### config.mk
export PLATFORM = sky130hd
export DESIGN_NAME = ad9228_serial_tx_flat
export DESIGN_NICKNAME = d
export VERILOG_FILES = /design/src/rtl/ad9228_pkg.sv /design/src/rtl/ad9228_serial_tx_if.sv /design/src/rtl/ad9228_pattern_gen.sv /design/src/rtl/ad9228_serial_tx.sv /design/src/flat_wrapper.sv
export SDC_FILE = /design/constraint.sdc
export NUM_CORES = 1
export LEC_CHECK = 0
export BUFFER_PORTS_ARGS = -buffer_cell sky130_fd_sc_hd__buf_4
export CAP_MARGIN = 20
export CORE_MARGIN = 4
export CORE_UTILIZATION = 59
export DETAILED_ROUTE_END_ITERATION = 6
export GPL_TIMING_DRIVEN = 0
export PLACE_DENSITY_LB_ADDON = 0.25
export SYNTH_ARGS = -nofsm -noshare
export SYNTH_HDL_FRONTEND = slang
export SYNTH_SLANG_ARGS = --single-unit
### constraint.sdc
create_clock -name clk -period 3.26 [get_ports clk]
set_input_delay 0.652 -clock clk [delete_from_list [all_inputs] [get_ports clk]]
set_output_delay 0.652 -clock clk [all_outputs]
set_load 0.005 [all_outputs]
### src/rtl/ad9228_pkg.sv
// AD9228-style serial LVDS transmitter: shared types and pattern words.
// Pattern words are stored at MAX_W and cut down to the frame width.
package ad9228_pkg;

  typedef enum logic [2:0] {
    MODE_DATA     = 3'd0,
    MODE_MIDSCALE = 3'd1,
    MODE_POS_FS   = 3'd2,
    MODE_NEG_FS   = 3'd3,
    MODE_CHECKER  = 3'd4,
    MODE_TOGGLE   = 3'd5,
    MODE_RSVD6    = 3'd6,
    MODE_RSVD7    = 3'd7
  } ad9228_mode_t;

  typedef enum logic {
    ST_IDLE = 1'b0,
    ST_RUN  = 1'b1
  } ad9228_state_t;

  localparam int MAX_W = 32;

  localparam logic [MAX_W-1:0] MIDSCALE  = 32'h8000_0000;
  localparam logic [MAX_W-1:0] CHECKER_A = 32'hAAAA_AAAA;
  localparam logic [MAX_W-1:0] CHECKER_B = 32'h5555_5555;

endpackage

### src/rtl/ad9228_serial_tx_if.sv
// Sample stream into the serializer: valid/ready handshake.
interface ad9228_serial_tx_if #(
  parameter int DATA_WIDTH = 12
) ();

  logic [DATA_WIDTH-1:0] s_data;
  logic                  s_valid;
  logic                  s_ready;

  modport master (
    output s_data,
    output s_valid,
    input  s_ready
  );

  modport slave (
    input  s_data,
    input  s_valid,
    output s_ready
  );

endinterface

### src/rtl/ad9228_pattern_gen.sv
// Per-frame word select, including checker/toggle phase tracking.
import ad9228_pkg::*;

module ad9228_pattern_gen #(
  parameter int DATA_WIDTH = 12
) (
  input  logic                  clk,
  input  logic                  rst,
  input  logic                  load,
  input  ad9228_mode_t          mode,
  input  logic [DATA_WIDTH-1:0] s_data,
  input  logic                  s_valid,
  output logic [DATA_WIDTH-1:0] word
);

  localparam logic [DATA_WIDTH-1:0] MID =
    DATA_WIDTH'(MIDSCALE >> (MAX_W - DATA_WIDTH));
  localparam logic [DATA_WIDTH-1:0] CHK_A =
    DATA_WIDTH'(CHECKER_A);
  localparam logic [DATA_WIDTH-1:0] CHK_B =
    DATA_WIDTH'(CHECKER_B);

  logic         phase_q, phase_d;
  logic         alt;
  ad9228_mode_t last_mode_q, last_mode_d;

  always_comb begin
    // a mode change restarts the alternation at its first word
    alt         = (mode == last_mode_q) ? phase_q : 1'b0;
    phase_d     = phase_q;
    last_mode_d = last_mode_q;
    if (load) begin
      phase_d     = ~alt;
      last_mode_d = mode;
    end
    word = MID;
    case (mode)
      MODE_DATA:    word = s_valid ? s_data : MID;
      MODE_POS_FS:  word = '1;
      MODE_NEG_FS:  word = '0;
      MODE_CHECKER: word = alt ? CHK_B : CHK_A;
      MODE_TOGGLE:  word = alt ? '0 : '1;
      default:      word = MID;
    endcase
  end

  always_ff @(posedge clk) begin
    if (rst) begin
      phase_q     <= 1'b0;
      last_mode_q <= MODE_DATA;
    end else begin
      phase_q     <= phase_d;
      last_mode_q <= last_mode_d;
    end
  end

endmodule

### src/rtl/ad9228_serial_tx.sv
// Frame serializer: one bit per clk, gap-free frames, registered outputs.
import ad9228_pkg::*;

module ad9228_serial_tx #(
  parameter int DATA_WIDTH    = 12,
  parameter int DOUT_INVERTED = 0,
  parameter int LSB_FIRST     = 0
) (
  input  logic                clk,
  input  logic                rst,
  input  logic                enable,
  input  ad9228_mode_t        mode,
  ad9228_serial_tx_if.slave   s,
  output logic                sdata,
  output logic                fco,
  output logic                frame_start,
  output logic                underflow,
  output logic [15:0]         underflow_cnt
);

  localparam int CW =
    (DATA_WIDTH > 2) ? $clog2(DATA_WIDTH) : 1;
  localparam logic [CW-1:0] LAST = CW'(DATA_WIDTH - 1);
  localparam logic INV = (DOUT_INVERTED != 0);
  localparam bit   LSB = (LSB_FIRST != 0);

  ad9228_state_t         state_q, state_d;
  logic [CW-1:0]         bit_cnt_q, bit_cnt_d;
  logic [DATA_WIDTH-1:0] sreg_q, sreg_d;
  logic                  sdata_q, sdata_d;
  logic                  fco_q, fco_d;
  logic                  fs_q, fs_d;
  logic                  ufl_q, ufl_d;
  logic [15:0]           underflow_cnt_q, underflow_cnt_d;

  logic                  load;
  logic                  data_load;
  logic [DATA_WIDTH-1:0] word;
  logic                  first_bit;
  logic                  next_bit;

  ad9228_pattern_gen #(
    .DATA_WIDTH (DATA_WIDTH)
  ) u_pat (
    .clk     (clk),
    .rst     (rst),
    .load    (load),
    .mode    (mode),
    .s_data  (s.s_data),
    .s_valid (s.s_valid),
    .word    (word)
  );

  assign s.s_ready = data_load && !rst;

  always_comb begin
    load = enable &&
      (state_q == ST_IDLE ||
       (state_q == ST_RUN && bit_cnt_q == LAST));
    data_load = load && (mode == MODE_DATA);
    first_bit = LSB ? word[0] : word[DATA_WIDTH-1];
    next_bit  = LSB ? sreg_q[0] : sreg_q[DATA_WIDTH-1];

    state_d   = ST_IDLE;
    bit_cnt_d = '0;
    sreg_d    = sreg_q;
    sdata_d   = 1'b0;
    fco_d     = 1'b0;
    fs_d      = 1'b0;
    ufl_d     = data_load && !s.s_valid;
    underflow_cnt_d = underflow_cnt_q;
    if (ufl_d && underflow_cnt_q != 16'hFFFF)
      underflow_cnt_d = underflow_cnt_q + 16'd1;

    // bit 0 goes straight to the output flop; sreg holds the rest
    if (load) begin
      state_d = ST_RUN;
      sreg_d  = LSB ? (word >> 1) : (word << 1);
      sdata_d = first_bit ^ INV;
      fco_d   = 1'b1;
      fs_d    = 1'b1;
    end else if (state_q == ST_RUN && bit_cnt_q != LAST) begin
      state_d   = ST_RUN;
      bit_cnt_d = bit_cnt_q + 1'b1;
      sreg_d    = LSB ? (sreg_q >> 1) : (sreg_q << 1);
      sdata_d   = next_bit ^ INV;
      fco_d     = int'(bit_cnt_d) < (DATA_WIDTH / 2);
    end
  end

  always_ff @(posedge clk) begin
    if (rst) begin
      state_q         <= ST_IDLE;
      bit_cnt_q       <= '0;
      sreg_q          <= '0;
      sdata_q         <= 1'b0;
      fco_q           <= 1'b0;
      fs_q            <= 1'b0;
      ufl_q           <= 1'b0;
      underflow_cnt_q <= '0;
    end else begin
      state_q         <= state_d;
      bit_cnt_q       <= bit_cnt_d;
      sreg_q          <= sreg_d;
      sdata_q         <= sdata_d;
      fco_q           <= fco_d;
      fs_q            <= fs_d;
      ufl_q           <= ufl_d;
      underflow_cnt_q <= underflow_cnt_d;
    end
  end

  assign sdata         = sdata_q;
  assign fco           = fco_q;
  assign frame_start   = fs_q;
  assign underflow     = ufl_q;
  assign underflow_cnt = underflow_cnt_q;

endmodule

### src/flat_wrapper.sv
// flat-port wrapper written by rule: the top's interface ports become plain ports
module ad9228_serial_tx_flat 
#(
  parameter int DATA_WIDTH    = 12,
  parameter int DOUT_INVERTED = 0,
  parameter int LSB_FIRST     = 0
)
  (clk, rst, enable, mode, sdata, fco, frame_start, underflow, underflow_cnt, s_s_data, s_s_valid, s_s_ready);
  ad9228_serial_tx_if #(.DATA_WIDTH(DATA_WIDTH)) s_i ();
  input  logic clk;
  input  logic rst;
  input  logic enable;
  input  ad9228_mode_t mode;
  output logic sdata;
  output logic fco;
  output logic frame_start;
  output logic underflow;
  output logic [15:0] underflow_cnt;
  input wire logic [$bits(s_i.s_data)-1:0] s_s_data;
  input wire logic [$bits(s_i.s_valid)-1:0] s_s_valid;
  output wire logic [$bits(s_i.s_ready)-1:0] s_s_ready;
  assign s_i.s_data = s_s_data;
  assign s_i.s_valid = s_s_valid;
  assign s_s_ready = s_i.s_ready;
  ad9228_serial_tx #(.DATA_WIDTH(DATA_WIDTH), .DOUT_INVERTED(DOUT_INVERTED), .LSB_FIRST(LSB_FIRST)) u_core (.clk(clk), .rst(rst), .enable(enable), .mode(mode), .s(s_i), .sdata(sdata), .fco(fco), .frame_start(frame_start), .underflow(underflow), .underflow_cnt(underflow_cnt));
endmodule
==> tab_implementation.tex <==
\begin{tabular}{lr}
\hline
Metric & Value \\
\hline
\multicolumn{2}{l}{\textbf{Die}} \\
\quad Core Rows & 21 \\
\quad Number of top-level pins & 40 \\
\quad Floorplan die width & 68.0 um \\
\quad Chip Height & 68.0 um \\
\quad Starting Density & 62.2\% \\
\quad Core Region & 3420 um\^{}2 \\
\quad Die Footprint & 4620 um\^{}2 \\
\multicolumn{2}{l}{\textbf{Route}} \\
\quad Total detailed-routing wirelength & 4940 um \\
\quad Number of vias after detailed routing & 2046 \\
\quad Antenna violation net count after detailed routing & 0 \\
\quad Vias per cell & 5.88 \\
\quad DRC viols & 0 \\
\quad Detailed-router iteration count before antenna repair & 4 \\
\quad Starting DRT DRC Count & 217 \\
\quad Post-detailed-route wirelength per cell & 14.2 um \\
\multicolumn{2}{l}{\textbf{GRT}} \\
\quad Global-route usage over all layers & 23.7\% \\
\quad Number of antenna violations at the first check in global routing & 0 \\
\quad Leftover overflow at the end of global routing & 0 \\
\quad Wire length of the first global-routing pass & 8370 um \\
\quad Via count of the first global-routing pass & 1880 \\
\quad Pin count of the biggest net entering global routing & 13 \\
\multicolumn{2}{l}{\textbf{Clocking}} \\
\quad Count of clock tree sinks & 40 \\
\quad CTS buffer count & 5 \\
\quad Clock-pin slew reported for the worst setup and hold paths after clock tree synthesis & 110 ps \\
\quad Root cell of the clock tree & clkbuf\_4 \\
\quad CTS tree & built \\
\quad Maximum level of the CTS H-tree & 2 \\
\quad Number of post-CTS setup repair buffers & 0 \\
\quad Total of hold buffers inserted after clock tree synthesis & 0 \\
\quad Clock latency reported for the late side of the worst-skew pair & 350 ps \\
\quad Buffer levels on the longest clock path & 2 \\
\quad Post-cts repair resize count & 0 \\
\multicolumn{2}{l}{\textbf{Critical path}} \\
\quad R2R Setup Slk & 1080 ps \\
\quad Data required time of the critical path & 2610 ps \\
\quad Critical path startpoint category & input port \\
\quad Endpoint kind of the worst setup timing path & output port \\
\quad Biggest fanout along the worst timing path & 10 \\
\quad Critical path type & input port to output port \\
\quad Data arrival time of the critical path & 1900 ps \\
\multicolumn{2}{l}{\textbf{Final layout}} \\
\quad Share of final-layout standard cells stronger than drive strength 1 & 21.5\% \\
\quad Area grow syn2layout & 18.7\% \\
\quad Final nets & 322 \\
\quad \# diodes & 0 \\
\quad Final instance area & 2520 um\^{}2 \\
\quad Core utilization of the finished layout & 73.8\% \\
\quad Non-filler cells in the finished layout & 348 \\
\multicolumn{2}{l}{\textbf{Logic synthesis}} \\
\quad Count of state elements after synthesis & 40 \\
\quad Yosys cell types & 53 \\
\quad Number of synthesis warnings & 0 \\
\quad Post-synth design cell area & 2120 um\^{}2 \\
\quad Gate count of the mapped netlist & 257 \\
\quad Net Count, Synth & 278 \\
\quad Share of synthesized area occupied by flip-flops and latches & 37.7\% \\
\quad Number of enable flip-flop cells after synthesis & 0 \\
\quad FFs w/ async S/R, synth & 0\% \\
\quad Most frequently used flop master after synthesis & dfxtp\_1 \\
\quad Per-instance average area after synthesis & 8.27 um\^{}2 \\
\multicolumn{2}{l}{\textbf{STA}} \\
\quad Actual transition at the worst max-transition pin & 699 ps \\
\quad Final Slew Violations & 0 \\
\quad Max Clock Freq & 0.392 GHz \\
\quad Final Critical Period & 2550 ps \\
\quad Slew margin rel. & 53.1\% \\
\quad Total negative slack for setup checks & 0 ps \\
\quad Final setup viols & 0 \\
\quad Part of the cycle the worst path needs & 78.3\% \\
\quad Layout Skew & 6.67 ps \\
\quad RSZ-0062 raised after global routing & no \\
\quad Final hold viol count & 0 \\
\multicolumn{2}{l}{\textbf{Power and ir drop}} \\
\quad Worst vdd rail ir drop & 0.000309 V \\
\quad Leakage component of the power & 0.992 nW \\
\quad Power Density & 359 nW/um\^{}2 \\
\multicolumn{2}{l}{\textbf{Worst hold path}} \\
\quad Classification of the worst-slack hold path & flop to flop \\
\multicolumn{2}{l}{\textbf{Place}} \\
\quad Post-DP Area & 2460 um\^{}2 \\
\quad HPWL after DPL & 3730 um \\
\quad Quantity of I/O buffers inserted on ports & 37 \\
\quad Placed instance count & 340 \\
\quad Final weighted congestion in routability-driven placement & 0.850 \\
\multicolumn{2}{l}{\textbf{Run status}} \\
\quad Outcome & finished, final reports clean \\
\multicolumn{2}{l}{\textbf{Run}} \\
\quad Max-Cap Viols & 0 \\
\hline
\end{tabular}
==> per-layer routing <==
metal	wire length (um)	GRT usage (%)	up-vias
li1	-	-	1040
met1	2340	32.4	961
met2	2300	36.2	41
met3	249	5.25	4
met4	42	8.93	0
met5	0	0	-
==> synth_stat cells (2+ instances only) <==
master,n,area [um^2]
a21oi_1,21,105
and3b_1,2,17.5
nand2_1,17,63.8
a211oi_1,14,105
and3_1,8,50.1
buf_2,3,15.0
nor4b_1,2,17.5
buf_1,2,7.51
nor2b_1,7,43.8
xnor2_1,4,35.0
nand4_1,2,12.5
mux2_2,6,67.6
nor2_1,30,113
o2111ai_2,2,30.0
nand2b_1,2,12.5
and2_1,2,12.5
inv_1,8,30.0
nand3_1,6,30.0
o21ai_0,17,85.1
o211ai_1,2,15.0
dfxtp_1,40,801
or4_1,4,30.0
clkbuf_1,9,33.8
a2111oi_0,2,17.5
ha_1,2,25.0
o31ai_1,9,67.6
nor3_1,8,40.0
==> kinds of logic after synthesis <==
logic type	synth area share, %
adder cells (fa/ha/maj)	1.18
flip-flops	37.7
AO/OA/AOI/OAI	23.4
XOR/XNOR	2.06
AND/OR/NAND/NOR	27.1
multiplexers	3.65
buffers and inverters	4.95
==> worst paths after layout <==
path	cells past startpoint	startpoint	to
setup / recovery	5	rst	s_s_ready
hold / removal	1	u_core.bit_cnt_q[0]$_SDFF_PP0_	u_core.bit_cnt_q[0]$_SDFF_PP0_
setup reg to reg	6	u_core.bit_cnt_q[0]$_SDFF_PP0_	u_core.underflow_cnt[4]$_SDFFE_PP0P_
hold reg to reg	1	u_core.bit_cnt_q[0]$_SDFF_PP0_	u_core.bit_cnt_q[0]$_SDFF_PP0_
==> placed cells by master, fill, tap and decap left out, types with 5 or more instances in the layout <==
cell,count
dfxtp_1,40
buf_4,38
nor2_1,30
a21oi_1,21
nand2_1,17
o21ai_0,17
a211oi_1,14
clkbuf_1,9
o31ai_1,9
inv_1,8
and3_1,8
nor3_1,8
nor2b_1,7
nand3_1,6
mux2_2,6
clkbuf_4,5
==> worst max-delay path: stages <==
cell and delay [ps]:
clkbuf_1 310, buf_1 390, inv_1 200, and3_1 210, buf_4 140
==> where the power goes <==
part	switching (W)	internal, W
clock network	0.000164	0.000103
logic	0.0000690	0.0000492
registers	0.0000115	0.000508
total	0.000245	0.000660
==> area by class of cell <==
cell class                      instances  area (um^2)
Multi-Input combinational cell        193         1220
Fill cell                             284          895
Sequential cell                        40          801
Timing Repair Buffer                   37          278
Buffer                                 16         75.1
Tap cell                               46         57.6
Clock buffer                            6         51.3
Inverter                                8         30.0
Clock inverter                          2         10.0
==> per-stage QoR <==
step / power (W) / setup slack (ps) / hold slack [ps]
finish: 0.000904 / 709 / 498
detailed placement: 0.000647 / 705 / 470
global route: 0.000947 / 573 / 520
global placement: 0.000643 / 705 / 450
floorplan: 0.000603 / 1150 / 432
CTS: 0.000910 / 693 / 492
==> flip-flops by register name, summed over array words and instances, names as in the netlist <==
| name | count |
|---|---|
| u_core.bit_cnt_q | 4 |
| u_core.fco | 1 |
| u_core.frame_start | 1 |
| u_core.sdata | 1 |
| u_core.sreg_q | 11 |
| u_core.state_q | 1 |
| u_core.u_pat.last_mode_q | 3 |
| u_core.u_pat.phase_q | 1 |
| u_core.underflow | 1 |
| u_core.underflow_cnt | 16 |
(Power assumes the default switching activity.)
